--- config.mk ---
export PLATFORM = sky130hd
export DESIGN_NAME = ripple_carry_adder
export DESIGN_NICKNAME = d
export VERILOG_FILES = /design/src/rtl/adder_pkg.sv /design/src/rtl/full_adder.sv /design/src/rtl/ripple_carry_adder.sv
export SDC_FILE = /design/constraint.sdc
export NUM_CORES = 1
export LEC_CHECK = 0
export ABC_AREA = 1
export BUFFER_PORTS_ARGS = -buffer_cell sky130_fd_sc_hd__buf_2
export CAP_MARGIN = 20
export CORE_AREA = 2 2 39 41
export DETAILED_ROUTE_END_ITERATION = 10
export DIE_AREA = 0 0 41 43
export GPL_TIMING_DRIVEN = 0
export HOLD_SLACK_MARGIN = 0.05
export PLACE_DENSITY = 0.47
export RECOVER_POWER = 25
export SLEW_MARGIN = 10
export SYNTH_ARGS = -nofsm -noshare
export SYNTH_HDL_FRONTEND = slang
export SYNTH_SLANG_ARGS = --single-unit
--- constraint.sdc ---
create_clock -name clk -period 0.8 [get_ports clk]
set_input_delay 0.04 -clock clk [delete_from_list [all_inputs] [get_ports clk]]
set_output_delay 0.04 -clock clk [all_outputs]
set_load 0.02 [all_outputs]
--- src/rtl/adder_pkg.sv ---
// Shared constants for the adder leaf cells.
package adder_pkg;

  // Default operand width of ripple_carry_adder.
  localparam int unsigned RCA_DEFAULT_WIDTH = 4;

endpackage : adder_pkg

--- src/rtl/full_adder.sv ---
// 1-bit full adder, purely combinational.
//   a, b  : operand bits
//   cin   : carry into this bit
//   sum   : a ^ b ^ cin
//   cout  : carry out of this bit
module full_adder (
  input  logic a,
  input  logic b,
  input  logic cin,
  output logic sum,
  output logic cout
);

  logic p;

  // Propagate term is shared between the sum and the carry.
  assign p    = a ^ b;
  assign sum  = p ^ cin;
  assign cout = (a & b) | (cin & p);

endmodule : full_adder

--- src/rtl/ripple_carry_adder.sv ---
// Registered WIDTH-bit ripple-carry adder: {cout,sum} <= a + b + cin, one cycle latency.
//   clk    : rising-edge clock
//   rst_n  : asynchronous active-low reset, clears sum and cout
//   a, b   : unsigned operands
//   cin    : carry into bit 0
//   sum    : registered (a + b + cin) mod 2^WIDTH
//   cout   : registered carry out of bit WIDTH-1
module ripple_carry_adder
  import adder_pkg::*;
#(
  parameter int unsigned WIDTH = RCA_DEFAULT_WIDTH
) (
  input  logic             clk,
  input  logic             rst_n,
  input  logic [WIDTH-1:0] a,
  input  logic [WIDTH-1:0] b,
  input  logic             cin,
  output logic [WIDTH-1:0] sum,
  output logic             cout
);

  logic [WIDTH:0]   c;
  logic [WIDTH-1:0] s;

  assign c[0] = cin;

  // Carry chain: bit i consumes c[i] and produces c[i+1].
  for (genvar i = 0; i < WIDTH; i++) begin : g_bit
    full_adder u_fa (
      .a    (a[i]),
      .b    (b[i]),
      .cin  (c[i]),
      .sum  (s[i]),
      .cout (c[i+1])
    );
  end

  // Output register; reset discards any in-flight result.
  always_ff @(posedge clk or negedge rst_n) begin
    if (!rst_n) begin
      sum  <= '0;
      cout <= 1'b0;
    end else begin
      sum  <= s;
      cout <= c[WIDTH];
    end
  end

endmodule : ripple_carry_adder

* Word level (Yosys, flattened, before mapping)
Cells that the tools add are included.
** Storage, ports and cells
- Input port bits :: 11
- Word-level logic and storage cells :: 22
- Register bits :: 5
- Output and inout port bits :: 5
** Operators by class
- Bitwise gates (word level) :: 20
** Operators with widths (count)
- AND 1 bit :: 8
- bitwise XOR 1 bit :: 8
- OR 1 bit :: 4

* Longest topological paths before layout
- Depth in word-level cells :: 9
- Mapped depth :: 8
- Gate-level depth less buffers :: 8

* Hierarchy
A second synthesis with hierarchy kept.
** Second synthesis, totals
- Cells, all modules :: 9
- Area total of the unflattened synthesis :: 205.2 sq um
** Modules (own cells, without submodules)
- ripple_carry_adder :: cells each 5, area an instance 125.1 sq um, instances 1, seq. area each 125.1 sq um
- full_adder :: cells each 1, area an instance 20.0 sq um, instances 4, seq. area each 0.0 sq um

* Least setup slack after synthesis
No wires, ideal clock.
- Path kind :: input-to-reg
- Start point :: in a[0]
- End point :: reg sum[3]
- Data arrival time :: 1533 ps
- Data required time :: 736 ps
- Setup slack :: -797 ps
- Setup time :: 64 ps
- Buffers on the path :: 0
- Cell stages on the path :: 8
- Cells stage by stage :: inv_1 > fa_1 > inv_1 > fa_1 > fa_1 > inv_1 > fa_1 > inv_1
** On the way
- Word-level cells in the longest chain between the ends :: 8
- Elaborated cells between the ends (all ways) :: 9
- Classes of those cells :: bitwise: 9
** RTL lines
- start, declared :: RTL line ripple_carry_adder.sv:15 : input logic [WIDTH-1:0] a,
- bitwise XOR 1 bit :: RTL line full_adder.sv:17 : assign p = a ^ b;
- AND 1 bit :: RTL line full_adder.sv:19 : assign cout = (a & b) | (cin & p);
- OR 1 bit * :: RTL line full_adder.sv:19
- AND 1 bit * :: RTL line full_adder.sv:19
- OR 1 bit * :: RTL line full_adder.sv:19
- AND 1 bit * :: RTL line full_adder.sv:19
- OR 1 bit * :: RTL line full_adder.sv:19
- bitwise XOR 1 bit * :: RTL line full_adder.sv:18 : assign sum = p ^ cin;
- net g_bit[3].u_fa.sum :: RTL line full_adder.sv:10 : output logic sum,
- end signal, assigned :: RTL line ripple_carry_adder.sv:44 : sum <= s;
- end, declared :: RTL line ripple_carry_adder.sv:18 : output logic [WIDTH-1:0] sum,
Mark *: on every way through the listed nets, which the timed path passes. The rest lies on a longest branch.

* Worst setup path after layout
Ends and elaborated chain as after synthesis.

==> parameters.txt <==
Parameter                              Value

Setup path
  Critical path start-end classification ... in2reg
  Largest fanout on the critical path ... 1
  Sequence of cells on the critical path ... buf_8, inv_12, fa_2, inv_2, fa_2, fa_2, inv_2, fa_2, inv_2
  Worst endpoint required time ... 980 ps
  Sort of element at the end of the critical path ... flop
  Worst path most repeated cell ... sky130_fd_sc_hd__fa_2
  Cell with the largest stage delay on the worst path ... sky130_fd_sc_hd__fa_2
  Kind of start point of the critical path ... input port
  Data arrival at the endpoint of the critical path ... 1620 ps
  Family with the most delay on the worst path ... adder cells
  Buffers & Inverters on Critical Path ... 5
  Worst setup path start ... a[0]
  Largest incremental delay on the critical path ... 420 ps

STA
  RSZ-0062 raised after global routing ... yes
  Smallest setup slack after layout ... -641.4 ps
  Period minus WS final ... 1441 ps
  Worst slack on hold paths ... 112.7 ps
  Tightest Pin Transition ... 246.7 ps
  Final critical-path share of the clock period ... 180.2%
  Hold Fails Final Rpt ... 0
  Final Setup Violations ... 4
  Tightest slew margin relative to the limit ... 83.55%
  Max Fclk ... 693.8 MHz
  Final Max Slew Viols ... 0
  Sum Neg Setup Slack ... -1444 ps

Synth
  Synthesized instance count ... 19
  Post-synthesis sequential element count ... 5
  Post-synthesis cell area ... 242.7 µm²
  Share of synthesized area occupied by flip-flops and latches ... 51.55%
  Unique cell type count in the Yosys netlist ... 3
  Synth warnings ... 0
  Net count of the mapped netlist ... 34
  Mean area per synthesized cell ... 12.78 µm²

Detailed routing
  Post-route antenna net violation count ... 0
  Violation count after the first detailed-routing iteration ... 0
  Via density ... 3.073
  WL final ... 358 µm
  Number of vias in the routed layout ... 169
  Detailed-route wire length per cell ... 6.509 µm
  Iteration count of the initial detailed-routing pass ... 1
  Drt drc ... 0

Status
  Failing checks ... setup timing
  Outcome ... complete, but fails checks

Floorplan
  Number of cell rows ... 14
  Top-level I/O count ... 16
  Width of the chip ... 41 µm
  Starting Density ... 17.54%
  Floorplan core area ... 1384 µm²
  Die area ... 1763 µm²
  Chip Height ... 43 µm

CTS
  Clock sinks ... 5
  CTS Buffer Depth ... 2
  Root Buffer Master ... sky130_fd_sc_hd__clkbuf_4
  Register clock-pin slew on the reported worst setup and hold paths ... 40 ps
  CTS HTree Levels ... 1
  Inserted Clock Buffers ... 3
  CTS tree ... yes

Power and ir drop
  Sw Share ... 27.81%
  Power Dens Cells ... 1926 nW/µm²
  Power share of the sequential group ... 36.5%
  Cell internal power dissipation ... 614.0 µW
  Clock network power share ... 33.3%
  Total leakage power ... 0.0002227 µW
  Net load switching power ... 236.6 µW
  Part of the power in combinational logic ... 30.2%
  Worst vdd rail ir drop ... 444.0 µV

Global route
  Number of antenna violations at the first check in global routing ... 0
  Number of global-route vias before repair ... 172
  GRT Resource Usage Total ... 5.274%
  Wire length of the first global-routing pass ... 565 µm
  Pin count of the biggest net entering global routing ... 6
  Global route total overflow ... 0

Placement
  Dpl cell area ... 365.4 µm²
  # port buffers ... 15
  Routability-driven placement congestion ratio ... 0.5684

Final layout
  Most common library cell in the layout ignoring fill and taps ... sky130_fd_sc_hd__buf_2
  Number of antenna cells inserted ... 0
  Leading cell types in the layout, fill and taps excluded ... sky130_fd_sc_hd__buf_2 (8), sky130_fd_sc_hd__inv_2 (5), sky130_fd_sc_hd__dfrtp_1 (5), sky130_fd_sc_hd__buf_6 (5), sky130_fd_sc_hd__fa_2 (4)
  Post-layout net count ... 55
  Area delta synth->final ... 81.96%
  Final Instance Area ... 441.7 µm²
  Layout cells sized above 1 ... 71.79%
  Number of fillers in the final layout ... 142

Hold path
  Worst hold path class ... in2reg
  Hold path startpoint ... b[2]

Flow run
  Number of max-cap violations ... 0
[synth_stat cells]
cell                       n  area (µm²)
sky130_fd_sc_hd__dfrtp_1   5       125.1
sky130_fd_sc_hd__fa_1      4       80.08
sky130_fd_sc_hd__inv_1    10       37.54
[layer usage]
| metal | GRT usage, % | vias up | share of wire, % |
|---|---|---|---|
| li1 | - | 86 | - |
| met1 | 5.980 | 67 | 45 |
| met2 | 5.938 | 16 | 34 |
| met3 | 3.141 | 0 | 21 |
| met4 | 6.000 | 0 | 0 |
| met5 | 0 | - | 0 |
[power groups by stage]
| stage | clock network (µW) | registers [µW] | logic [µW] |
|---|---|---|---|
| floorplan | 0 | 364 | 55.8 |
| global placement | 0 | 307 | 203 |
| detailed placement | 0 | 305 | 206 |
| CTS | 299 | 302 | 222 |
| global route | 317 | 313 | 287 |
| finish | 283 | 310 | 257 |
[state kept, by name, summed over array words and instances (netlist names)]
register  count
sum           4
cout          1
[final cells by class]
cell class,instances,area (µm²),area share (%)
Timing Repair Buffer,16,125.1,28.33
Tap cell,16,20.02,4.533
Inverter,10,55.05,12.46
Clock buffer,4,26.28,5.949
Sequential cell,5,125.1,28.33
Multi-Input combinational cell,4,90.09,20.40
[metrics by stage]
stage                     std cells  utilization, %  setup WS (ps)  total power [µW]
after global placement           50           26.40         -933.9             510.5
after global routing             55           31.92         -667.0             916.7
after CTS                        55           30.20         -633.1             822.8
after floorplan                  19               -         -722.5             420.2
final                            55           31.92         -641.4             850.6
after detailed placement         50           26.40         -940.6             511.1
[logic make-up (layout without fill, tap and decap cells)]
logic type / after synthesis / in the layout / share of synthesized area, %
fa+ha+maj: 4 / 4 / 32.99
buf+inv: 10 / 30 / 15.47
flops: 5 / 5 / 51.55
[final timing paths]
path	depth (start not counted)	to	slack, ps
setup / recovery	9	sum[3]	-640
min in group asynchronous	2	sum[3]	170
hold / removal	2	sum[2]	110
max in group asynchronous	2	sum[1]	430
[timing repair]
item,4_1_cts,5_1_grt
gates resized for setup,6,9
endpoints found under the hold margin,5,0
pin swaps,0,0
setup buffers,0,0
hold buffers,1,0
setup endpoints to repair,4,8
Power figures use the tool's default switching activity.
